===== src/rtl/fb_pkg.sv =====
// Shared constants and types for the frame-buffer access arbiter.
// Window geometry, loader states and read-pipe source tags.
package fb_pkg;

  localparam int DATA_WIDTH = 8;
  localparam int ADDR_WIDTH = 14;
  localparam int COORD_W    = 11;
  localparam int WIDTH      = 110;
  localparam int HEIGHT     = 145;
  localparam int FB_PIXELS  = WIDTH * HEIGHT;

  localparam logic [DATA_WIDTH-1:0] BORDER = 8'h80;

  typedef enum logic [1:0] {
    ST_IDLE,
    ST_FILL,
    ST_HOLD
  } ld_state_e;

  typedef enum logic [1:0] {
    SRC_BORDER,
    SRC_RAM,
    SRC_PASS
  } rd_src_e;

  typedef struct packed {
    logic                  v;
    rd_src_e               src;
    logic [DATA_WIDTH-1:0] pix;
  } rd_tag_t;

endpackage


===== src/rtl/fb_read_pipe.sv =====
// Fixed-latency display read pipe: carries valid, source tag and
// live/border pixel alongside the RAM access, selects q at the end.
module fb_read_pipe
  import fb_pkg::*;
(
  input  logic                  clk,
  input  logic                  rst,
  input  rd_tag_t               tag_i,
  input  logic [DATA_WIDTH-1:0] ram_rdata_i,
  output logic [DATA_WIDTH-1:0] q_o,
  output logic                  q_valid_o
);

  rd_tag_t               s1_q;
  rd_tag_t               s2_q;
  logic [DATA_WIDTH-1:0] q_q;
  logic                  qv_q;
  logic [DATA_WIDTH-1:0] q_d;

  always_comb begin
    q_d = q_q;
    if (s2_q.v) begin
      if (s2_q.src == SRC_RAM) q_d = ram_rdata_i;
      else                     q_d = s2_q.pix;
    end
  end

  always_ff @(posedge clk) begin
    if (rst) begin
      s1_q <= '0;
      s2_q <= '0;
      q_q  <= '0;
      qv_q <= 1'b0;
    end else begin
      s1_q <= tag_i;
      s2_q <= s1_q;
      q_q  <= q_d;
      qv_q <= s2_q.v;
    end
  end

  assign q_o       = q_q;
  assign q_valid_o = qv_q;

endmodule


===== src/rtl/fb_access_arbiter.sv =====
// Single-port frame-buffer arbiter: display reads win the port,
// the frame loader fills every slot the display leaves free.
module fb_access_arbiter
  import fb_pkg::*;
(
  input  logic                  clk,
  input  logic                  rst,
  input  logic                  sw1,
  input  logic                  rd_req,
  input  logic [COORD_W-1:0]    iX,
  input  logic [COORD_W-1:0]    iY,
  input  logic [DATA_WIDTH-1:0] rd,
  output logic [DATA_WIDTH-1:0] q,
  output logic                  q_valid,
  input  logic                  frame_start,
  input  logic                  wr_req,
  input  logic [DATA_WIDTH-1:0] wr_data,
  output logic                  wr_ack,
  output logic                  wr_frame_done,
  output logic [ADDR_WIDTH-1:0] ram_addr,
  output logic                  ram_we,
  output logic [DATA_WIDTH-1:0] ram_wdata,
  input  logic [DATA_WIDTH-1:0] ram_rdata
);

  localparam int AW2 = 2 * COORD_W;

  localparam logic [COORD_W-1:0]    WIN_W   = COORD_W'(WIDTH);
  localparam logic [COORD_W-1:0]    WIN_H   = COORD_W'(HEIGHT);
  localparam logic [ADDR_WIDTH-1:0] PTR_END = ADDR_WIDTH'(FB_PIXELS - 1);
  localparam logic [ADDR_WIDTH-1:0] PTR_ONE = ADDR_WIDTH'(1);

  ld_state_e             state_q, state_d;
  logic [ADDR_WIDTH-1:0] ptr_q, ptr_d;
  logic [ADDR_WIDTH-1:0] addr_q;
  logic                  we_q;
  logic [DATA_WIDTH-1:0] wdata_q;

  logic                  in_win;
  logic [AW2-1:0]        rd_full;
  logic                  ack;
  logic                  done;
  rd_tag_t               tag;

  assign in_win  = rd_req & ~sw1 & (iX < WIN_W) & (iY < WIN_H);
  assign rd_full = AW2'(iX) * AW2'(HEIGHT) + AW2'(iY);

  assign ack = ~rst & wr_req & ~in_win & (state_q == ST_FILL);

  always_comb begin
    state_d = state_q;
    ptr_d   = ptr_q;
    done    = 1'b0;
    unique case (state_q)
      ST_IDLE, ST_HOLD: begin
        if (frame_start) begin
          state_d = ST_FILL;
          ptr_d   = '0;
        end
      end
      ST_FILL: begin
        if (ack) begin
          if (ptr_q == PTR_END) begin
            ptr_d   = '0;
            state_d = ST_HOLD;
            done    = 1'b1;
          end else begin
            ptr_d = ptr_q + PTR_ONE;
          end
        end
        // A restart overrides both the increment and the frame end.
        if (frame_start) begin
          ptr_d   = '0;
          state_d = ST_FILL;
          done    = 1'b0;
        end
      end
      default: state_d = ST_IDLE;
    endcase
  end

  always_ff @(posedge clk) begin
    if (rst) begin
      state_q <= ST_IDLE;
      ptr_q   <= '0;
    end else begin
      state_q <= state_d;
      ptr_q   <= ptr_d;
    end
  end

  always_ff @(posedge clk) begin
    if (rst) begin
      addr_q  <= '0;
      we_q    <= 1'b0;
      wdata_q <= '0;
    end else if (in_win) begin
      addr_q <= rd_full[ADDR_WIDTH-1:0];
      we_q   <= 1'b0;
    end else if (ack) begin
      addr_q  <= ptr_q;
      we_q    <= 1'b1;
      wdata_q <= wr_data;
    end else begin
      we_q <= 1'b0;
    end
  end

  always_comb begin
    tag     = '0;
    tag.v   = rd_req;
    tag.pix = sw1 ? rd : BORDER;
    unique case (1'b1)
      in_win:  tag.src = SRC_RAM;
      sw1:     tag.src = SRC_PASS;
      default: tag.src = SRC_BORDER;
    endcase
  end

  fb_read_pipe u_read_pipe (
    .clk         (clk),
    .rst         (rst),
    .tag_i       (tag),
    .ram_rdata_i (ram_rdata),
    .q_o         (q),
    .q_valid_o   (q_valid)
  );

  assign wr_ack        = ack;
  assign wr_frame_done = done & ~rst;
  assign ram_addr      = addr_q;
  assign ram_we        = we_q;
  assign ram_wdata     = wdata_q;

endmodule


===== config.mk =====
export PLATFORM = sky130hd
export DESIGN_NAME = fb_access_arbiter
export DESIGN_NICKNAME = d
export VERILOG_FILES = /design/src/rtl/fb_pkg.sv /design/src/rtl/fb_read_pipe.sv /design/src/rtl/fb_access_arbiter.sv
export SDC_FILE = /design/constraint.sdc
export NUM_CORES = 1
export LEC_CHECK = 0
export ABC_CLOCK_PERIOD_IN_PS = 4500
export CAP_MARGIN = 40
export CELL_PAD_IN_SITES_DETAIL_PLACEMENT = 1
export CELL_PAD_IN_SITES_GLOBAL_PLACEMENT = 2
export CORE_ASPECT_RATIO = 1.4
export CORE_MARGIN = 2
export CORE_UTILIZATION = 32
export CTS_BUF_LIST = sky130_fd_sc_hd__clkbuf_16
export CTS_CLUSTER_DIAMETER = 120
export CTS_CLUSTER_SIZE = 12
export DETAILED_ROUTE_END_ITERATION = 16
export GPL_TIMING_DRIVEN = 0
export PLACE_DENSITY_LB_ADDON = 0.1
export SYNTH_ARGS = -nofsm -noshare
export SYNTH_HDL_FRONTEND = slang
export SYNTH_SLANG_ARGS = --single-unit

===== constraint.sdc =====
create_clock -name clk -period 4.5 [get_ports clk]
set_input_delay 0.45 -clock clk [delete_from_list [all_inputs] [get_ports clk]]
set_output_delay 0.45 -clock clk [all_outputs]
set_load 0.02 [all_outputs]

Yosys cells after proc, flatten, opt, wreduce, memory -nomap -nowiden --
Cells that the tools add are included.
Operators by class: multipliers 1, bitwise operators 10, $add $sub $neg 2, reduce and logical (&&, ||, !) cells 9, mux-type cells 20, eq/ne operators 7, $lt $le $gt $ge 2
Operators by type and width (number):
- $mux W14 | 6
- $pmux W14 S2 | 1
- $mux W8 | 2
- $add A14 B1 Y14 const B | 1
- $add A14 B11 Y14 | 1
- $eq A14 B14 Y1 const B | 1
- $mul A11 B8 Y14 const B | 1
- $lt A11 B7 Y1 const B | 1
- $lt A11 B8 Y1 const B | 1
- $mux W2 | 4
- $pmux W2 S2 | 2
- $and A1 B1 Y1 | 7
- $reduce_and A3 Y1 | 2
- $reduce_or A2 Y1 | 3
- $mux W1 | 5
- $eq A2 B1 Y1 const B | 2
- $reduce_bool A2 Y1 | 2
- $ne A3 B2 Y1 const B | 1
- $ne A3 B3 Y1 const B | 1
- $not A1 Y1 | 3
- $eq A2 B2 Y1 const B | 1
- $logic_not A2 Y1 | 1
- $ne A2 B2 Y1 const B | 1
- $reduce_and A2 Y1 | 1
Storage, ports and cells: flip-flop bits (word level) 70, logic and storage cells 65, input bits 52

Depth between registers and ports, before layout --
Gate-level depths: netlist (run 1).
word-level depth 11, depth in mapped cells 12

Cells and area by module --
A second synthesis (run 1) with hierarchy kept.
Unflattened totals: cell total of the unflattened synthesis 500, area, all modules 4458.0 µm²
Modules (own cells, without submodules):
- fb_access_arbiter | cells each 407, instances 1, area an instance 3359.5 µm²
- fb_read_pipe | cells each 93, instances 1, area an instance 1098.6 µm²

Worst setup path before layout (run 1) --
No wires, ideal clock.
path type input to register, from input port iX[10], to register addr_q[13] (netlist: ram_addr[13]), setup slack 0.879 ns, path buffers 0, stages on the path 12, required time 4.384 ns, library setup time 0.116 ns, arrival 3.506 ns, cell sequence ha_1 > ha_1 > fa_1 > inv_1 > fa_1 > inv_1 > ha_1 > a2111oi_0 > o21ai_0 > a41oi_1 > and3_1 > and3b_1
On the way: word-level cells in the longest chain between the ends 7, elaborated cells on any way between the ends 10
RTL lines:
- start, declared | RTL line fb_access_arbiter.sv:10 | input logic [COORD_W-1:0] iX,
- parallel branches: the longest is 7 deep, another holds $mul A11 B8 Y14
- end signal, assigned | RTL line fb_access_arbiter.sv:98 | addr_q <= rd_full[ADDR_WIDTH-1:0];
- end signal, assigned | RTL line fb_access_arbiter.sv:101 | addr_q <= ptr_q;
- end, declared | RTL line fb_access_arbiter.sv:35 | logic [ADDR_WIDTH-1:0] addr_q;
Several ways; the timed one is not identified. A chain may end at the register's enable or synchronous reset.

Worst setup path after layout (run 1) --
from input port iX[9], to register addr_q[13] (netlist: ram_addr[13])
The elaborated chain is that of the path after synthesis.

==> results.json, run 1 <==
{
  "reg2reg_depth": 6,
  "start_util_pct": 32.4,
  "grt_max_degree": 16,
  "core_area_sq_mm": 0.0132,
  "initialDrtViolationCount": 57,
  "viasPerCell": 4.96,
  "dpl.hpwl_um": 10100,
  "fin_crit_ps": 4270,
  "cp-end-kind": "flip-flop",
  "synthMostInstantiatedCell": "dfxtp_1",
  "multiInputGateArea_sq_mm": 0.00264,
  "fmax_mhz": 234,
  "path_clk_slew_ps": 60,
  "yosys-top-cells-count": "70 x dfxtp_1, 48 x ha_1, 42 x nor2_1, 39 x inv_1, 36 x mux2i_1",
  "cts_root_buffer": "clkbuf_16",
  "synth-async-reset-ratio_pct": 0,
  "layout_setup_ws_ps": 230,
  "hold_depth": 1,
  "clk_latency_ps": 340,
  "power.switching_mw": 0.613,
  "sequentialPowerShare_pct": 34.4,
  "post-cts-setup-buffer-count": 0,
  "synth.avg_cell_area_sq_um": 9.33,
  "grt_usage_pct": 18.8,
  "final_nets": 667,
  "drt-wirelength-per-cell_um": 17.2,
  "cts_sinks": 70,
  "row_count": 50,
  "ios": 86,
  "p_per_area_mw_per_mm2": 329,
  "yosys_warnings": 0,
  "n_fill_cell": 1507,
  "die_y_um": 141,
  "io_buffers": 84,
  "finalSetupViolations": 0,
  "synth_top_area_cell": "dfxtp_1",
  "syn_area_sq_mm": 0.00428,
  "cts.repair.resized": 0,
  "antenna_cells": 0,
  "ys_top_cells_by_area": "dfxtp_1 33%, ha_1 14%, mux2i_1 8.4%, fa_1 5.6%, nor2_1 3.7%",
  "finalInstanceArea_sq_mm": 0.00564,
  "antenna_found_initial": 0,
  "leakage_nw": 2.37,
  "drive_gt1_share_pct": 5.36,
  "gp_congestion": 0.768,
  "p_int_mw": 1.24,
  "cts_tree": "yes",
  "synth_edf_count": 0,
  "placed_cell_area_sq_mm": 0.00535,
  "slew_viol_final": 0,
  "fin_util_pct": 42.7,
  "cp_max_fo": 6,
  "hp-class": "flip-flop to flip-flop",
  "dieArea_sq_mm": 0.0143,
  "arrival_ps": 4500,
  "worst_pin_slew_ps": 668,
  "yosysSeqAreaShare_pct": 32.7,
  "cts_made_buffers": 9,
  "whs_ps": 438,
  "clockPowerShare_pct": 38.0,
  "ys_ff_latch": 70,
  "maxCapViolations": 0,
  "grt_pass1_wl_um": 20900,
  "rsz0062_at_grt": "false",
  "area_growth_pct": 31.8,
  "grt-ovfl-total": 0,
  "startpoint_type": "input port",
  "syn_nets": 571,
  "synthFlopType": "dfxtp_1",
  "p_comb_share_pct": 27.5,
  "max-slew-margin-rel_pct": 55.5,
  "synthCells": 459,
  "synthDistinctLibCells": 58,
  "finalCritPeriodShare_pct": 94.9,
  "drtAntennaViolNets": 0,
  "power_mw": 1.86,
  "drc": 0,
  "clock_path_buffers": 2,
  "grt_pass1_vias": 4000,
  "cp.required_ps": 4730,
  "pre_cts_ws_ps": -77.1,
  "num_vias": 3683,
  "yosys.area.top_type_share_pct": 32.7,
  "fp.dieW_um": 102,
  "switching_share_pct": 33.0,
  "register_area_sq_mm": 0.00140,
  "cts_hold_buf": 0,
  "wl_um": 12800,
  "vdd_drop_max_mv": 0.190,
  "outcome": "completed",
  "h-tree-depth": 3,
  "finClkSkew_ps": 7.19,
  "dr.pass1.iters": 4,
  "hold_viol_final": 0,
  "path_class": "input port to flip-flop"
}
==> logic make-up after synthesis <==
family                   after synthesis  share of synthesized area, %
AND/OR/NAND/NOR                      112                          14.0
multiplexers                          39                          9.21
AO/OA/AOI/OAI                        106                          17.0
buffers and inverters                 63                          5.61
flip-flops                            70                          32.7
XOR/XNOR                               9                          1.84
adder cells (fa/ha/maj)               60                          19.6
==> placed cells by master, fill, tap and decap left out, types with 4 or more instances in the layout <==
master / netlist / layout
clkbuf_16: 0 / 9
o211ai_1: 15 / 15
fa_1: 12 / 12
ha_1: 48 / 48
o21ai_0: 19 / 19
clkbuf_1: 17 / 17
nor2b_1: 15 / 15
inv_1: 39 / 39
a21o_1: 5 / 5
xnor2_1: 6 / 6
nor3_1: 6 / 6
buf_1: 3 / 4
a211oi_1: 20 / 20
clkdlybuf4s50_1: 0 / 84
nand2_1: 10 / 10
nand3_1: 10 / 10
and2_1: 8 / 8
nor2_1: 42 / 42
a21oi_1: 22 / 22
dfxtp_1: 70 / 70
mux2i_1: 36 / 36
==> cell type report <==
type                       instances  area share, %
sequential                        70           24.8
buffer                            23           1.60
clock buffer                       9           3.99
clock inverter                     7           1.13
tap                              182           4.04
inverter                          40           2.66
multi-input combinational        326           46.8
timing repair buffer              85           15.0
==> stage by stage <==
step	TNS (ps)	instances
3_3_place_gp	0	725
3_5_place_dp	-77.1	726
5_1_grt	0	742
6_report	0	742
2_1_floorplan	0	459
4_1_cts	0	742
==> critical path, cell delays in order <==
cell and delay [ps]:
clkdlybuf4s50_1 500, ha_1 340, ha_1 330, fa_1 500, inv_1 60, fa_1 520
inv_1 40, ha_1 250, a2111oi_0 510, o21ai_0 320, a41oi_1 310, and3_1 190
and3b_1 170
==> flip-flops by register name, summed over array words and instances (netlist names) <==
name                   count
u_read_pipe.s2_q          11
ram_wdata                  8
ram_addr                  14
state_q                    2
u_read_pipe.s1_q          11
u_read_pipe.q_valid_o      1
u_read_pipe.q_o            8
ram_we                     1
ptr_q                     14
==> final timing paths <==
| check | from | end | slack, ps |
|---|---|---|---|
| worst max-delay path | iX[9] | ram_addr[13]$_SDFFE_PP0P_ | 230 |
| worst min register to register | u_read_pipe.s1_q[0]$_SDFF_PP0_ | u_read_pipe.s2_q[0]$_SDFF_PP0_ | 440 |
| worst max register to register | ptr_q[5]$_SDFFE_PP0P_ | ptr_q[7]$_SDFFE_PP0P_ | 2320 |
| worst min-delay path | u_read_pipe.s1_q[0]$_SDFF_PP0_ | u_read_pipe.s2_q[0]$_SDFF_PP0_ | 440 |
==> power groups by stage <==
stage          Combinational [mW]  Sequential, mW  Clock, mW
4_1_cts                     0.519           0.640      0.730
3_5_place_dp                0.512           0.654          0
2_1_floorplan               0.333           0.660          0
5_1_grt                     0.589           0.641      0.753
3_3_place_gp                0.503           0.653          0
6_report                    0.512           0.640      0.706
==> layer usage <==
layer / vias up / track usage (%) / part of all wire, %
met2: 59 / 33.7 / 53
met4: 0 / 5.05 / 1.6
met1: 1785 / 22.3 / 42
met3: 12 / 3.77 / 3.8
li1: 1827 / - / -
met5: - / 0 / 0
(Power assumes the default switching activity.)
==> run 2, diff against run 1 <==
--- a/config.mk
+++ b/config.mk
@@ -18,6 +18,7 @@
 export DETAILED_ROUTE_END_ITERATION = 16
 export GPL_TIMING_DRIVEN = 0
 export PLACE_DENSITY_LB_ADDON = 0.1
+export SLEW_MARGIN = 10
 export SYNTH_ARGS = -nofsm -noshare
 export SYNTH_HDL_FRONTEND = slang
 export SYNTH_SLANG_ARGS = --single-unit
==> results of run 2 <==
No change in the layout: final DEF, timing and power equal those of run 1.
==> run 3, diff against run 2 <==
--- a/config.mk
+++ b/config.mk
@@ -13,7 +13,6 @@
 export CORE_MARGIN = 2
 export CORE_UTILIZATION = 32
 export CTS_BUF_LIST = sky130_fd_sc_hd__clkbuf_16
-export CTS_CLUSTER_DIAMETER = 120
 export CTS_CLUSTER_SIZE = 12
 export DETAILED_ROUTE_END_ITERATION = 16
 export GPL_TIMING_DRIVEN = 0
==> results of run 3 <==
No change in the layout: final DEF, timing and power equal those of run 1.
==> edit (settings of run 2) <==
`ADDR_WIDTH`: 14 -> 16.
--- a/src/rtl/fb_pkg.sv
+++ b/src/rtl/fb_pkg.sv
@@ -3,7 +3,7 @@
 package fb_pkg;
 
   localparam int DATA_WIDTH = 8;
-  localparam int ADDR_WIDTH = 14;
+  localparam int ADDR_WIDTH = 16;
   localparam int COORD_W    = 11;
   localparam int WIDTH      = 110;
   localparam int HEIGHT     = 145;
Interface: changed (resized ram_addr); port bits go from 86 to 88. The function was not compared with the original's and may differ.
==> edit against run 2 <==
Fmax grew 7.3%; largest cell class unchanged; final area increased by 6.3%; setup slack gained 0.29 ns; hold slack got worse by 0.011 ns; combinational power increased by 3%; critical path depth unchanged; highest routed layer unchanged; sequential cell count is 4 higher; count of clock-buffer cells in the layout unchanged; die area is 7.2% higher; routed wire length is 3.7% higher; power is 5.1% higher; area after synthesis grew 7.5%; first-iteration DRC count is 28% higher; utilization rose by 0.19 points.
==> edit: results (changes against run 2) <==
[status]
status=finished, final reports clean  ; unchanged

[route]
avgRoutedWirePerCell_um=17.04  ; was 17.25 µm
drtPass1Iterations=4  ; unchanged
drtIter0Drc=73  ; was 57
routed-via-count=3962  ; was 3683

[setup_path]
crit_path_max_fanout=5  ; was 6
r2r_end=ptr_q[0]$_SDFFE_PP0P_  ; was ptr_q[7]$_SDFFE_PP0P_
reg2reg_from=ptr_q[0]$_SDFFE_PP0P_  ; was ptr_q[5]$_SDFFE_PP0P_
r2r_setup_slack_ns=1.97  ; was 2.32 ns
critical_path_arrival_ns=4.20  ; was 4.50 ns

[clocking]
clk_path_buf_depth=2  ; unchanged
cts_made_buffers=9  ; unchanged
cts_setup_buffers=0  ; unchanged
insertion_delay_ns=0.34  ; about the same
h-tree-depth=3  ; unchanged
worst_setup_hold_path_clk_slew_ns=0.07

[cells_and_area]
fill_cells=1608  ; was 1507
diodes=0  ; unchanged
nets=709  ; was 667
drive_above_1_share=0.06229  ; was 0.05357

[synthesis]
syn_nets=612  ; was 571
yosys_warnings=0  ; unchanged
ys_types=63  ; was 58
ys_async_sr_fraction=0  ; unchanged
synth_common_cells=dfxtp_1, ha_1, inv_1  ; was dfxtp_1, ha_1, nor2_1
yosysSeqAreaShare=0.3220  ; was 0.3273
synth_area_leaders=dfxtp_1, ha_1, fa_1, mux2i_1, a211oi_1  ; was dfxtp_1, ha_1, mux2i_1, fa_1, nor2_1

[pwr]
power_leakage_nw=2.399  ; was 2.375 nW
peakVddDrop_mv=0.1556  ; was 0.1896 mV

[placement]
gp_congestion=0.7882  ; was 0.7678
post-place-ws_ns=0.1871  ; was -0.07710 ns
io_buffer_count=86  ; was 84
place_hpwl_um=10810  ; was 10130 µm

[worst_hold_path]
hold_class=flop to flop  ; unchanged
hp-start=u_read_pipe.s1_q[4]$_SDFF_PP0_  ; was u_read_pipe.s1_q[0]$_SDFF_PP0_
min_delay_path_depth=1  ; unchanged
min_to=u_read_pipe.s2_q[4]$_SDFF_PP0_  ; was u_read_pipe.s2_q[0]$_SDFF_PP0_

[timing]
max_slew_margin=0.4464  ; was 0.5547
fin_skew_ns=0.009798  ; was 0.007190 ns

[global_route]
antenna_found_initial=0  ; unchanged
grt_pass1_wl_um=21250  ; was 20870 µm
grt_pass1_vias=4225  ; was 4000
grt_use_total=0.1745  ; was 0.1876

[edit: layer usage]
layer / global-route usage / routed length [µm]
met1: 0.2010 / 5681
met2: 0.3206 / 6976
met3: 0.03090 / 375
met4: 0.05800 / 243
met5: 0 / 0
[edit: kinds of logic (layout without fill, tap and decap cells)]
| logic type | after synthesis | after routing | share of synthesized area |
|---|---|---|---|
| compound gates | 116 | 116 | 0.1754 |
| xor+xnor | 10 | 10 | 0.01904 |
| fa+ha+maj | 68 | 68 | 0.2045 |
| buf+inv | 57 | 159 | 0.05167 |
| flops | 74 | 74 | 0.3220 |
| mux | 21 | 21 | 0.04569 |
| simple gates | 146 | 146 | 0.1817 |
[edit: worst max-delay path by stage]
| stage | start | end | slack, ns |
|---|---|---|---|
| 6_report | iX[8] | ram_addr[14]$_SDFFE_PP0P_ | 0.52 |
| 5_1_grt | iX[7] | ram_addr[15]$_SDFFE_PP0P_ | 0.36 |
| 4_1_cts | iX[8] | ram_addr[14]$_SDFFE_PP0P_ | 0.53 |
| 3_5_place_dp | iX[8] | ram_addr[14]$_SDFFE_PP0P_ | 0.19 |
| 3_3_place_gp | iX[8] | ram_addr[14]$_SDFFE_PP0P_ | 0.22 |
| 2_1_floorplan | iX[10] | ram_addr[14]$_SDFFE_PP0P_ | 1.03 |
[edit: critical path: stages]
cell             delay [ns]
clkdlybuf4s50_1        0.61
ha_1                   0.29
ha_1                   0.29
inv_1                  0.07
fa_1                   0.44
fa_1                   0.55
inv_1                  0.04
ha_1                   0.35
o21a_1                 0.15
o2111ai_1              0.26
nor3_1                 0.11
o211a_1                0.24
a2111oi_1              0.36
[edit: per-stage QoR]
step | instance area (µm²) | hold slack (ns) | std cells
floorplan | 4601 | 0.4138 | 492
global placement | 5693 | 0.4218 | 763
detailed placement | 5693 | 0.4247 | 763
CTS | 6001 | 0.4325 | 779
global route | 6001 | 0.4527 | 779
finish | 6001 | 0.4272 | 779
[edit: area by class of cell]
cell class	count	area, µm²	share of cell area
inverters	36	135.1	0.02252
well taps	185	231.5	0.03857
repair buffers	86	860.8	0.1435
clock buffers	9	225.2	0.03753
multi-input cells	361	2882	0.4802
flip-flops and latches	74	1481	0.2469
clock inverters	7	82.58	0.01376
plain buffers	21	102.6	0.01710
[edit: where the power goes]
group          switching (mW)  internal, mW  total, mW
sequential            0.00795         0.670      0.678
clock                   0.308         0.439      0.747
combinational           0.296         0.232      0.528
total                   0.611          1.34       1.95
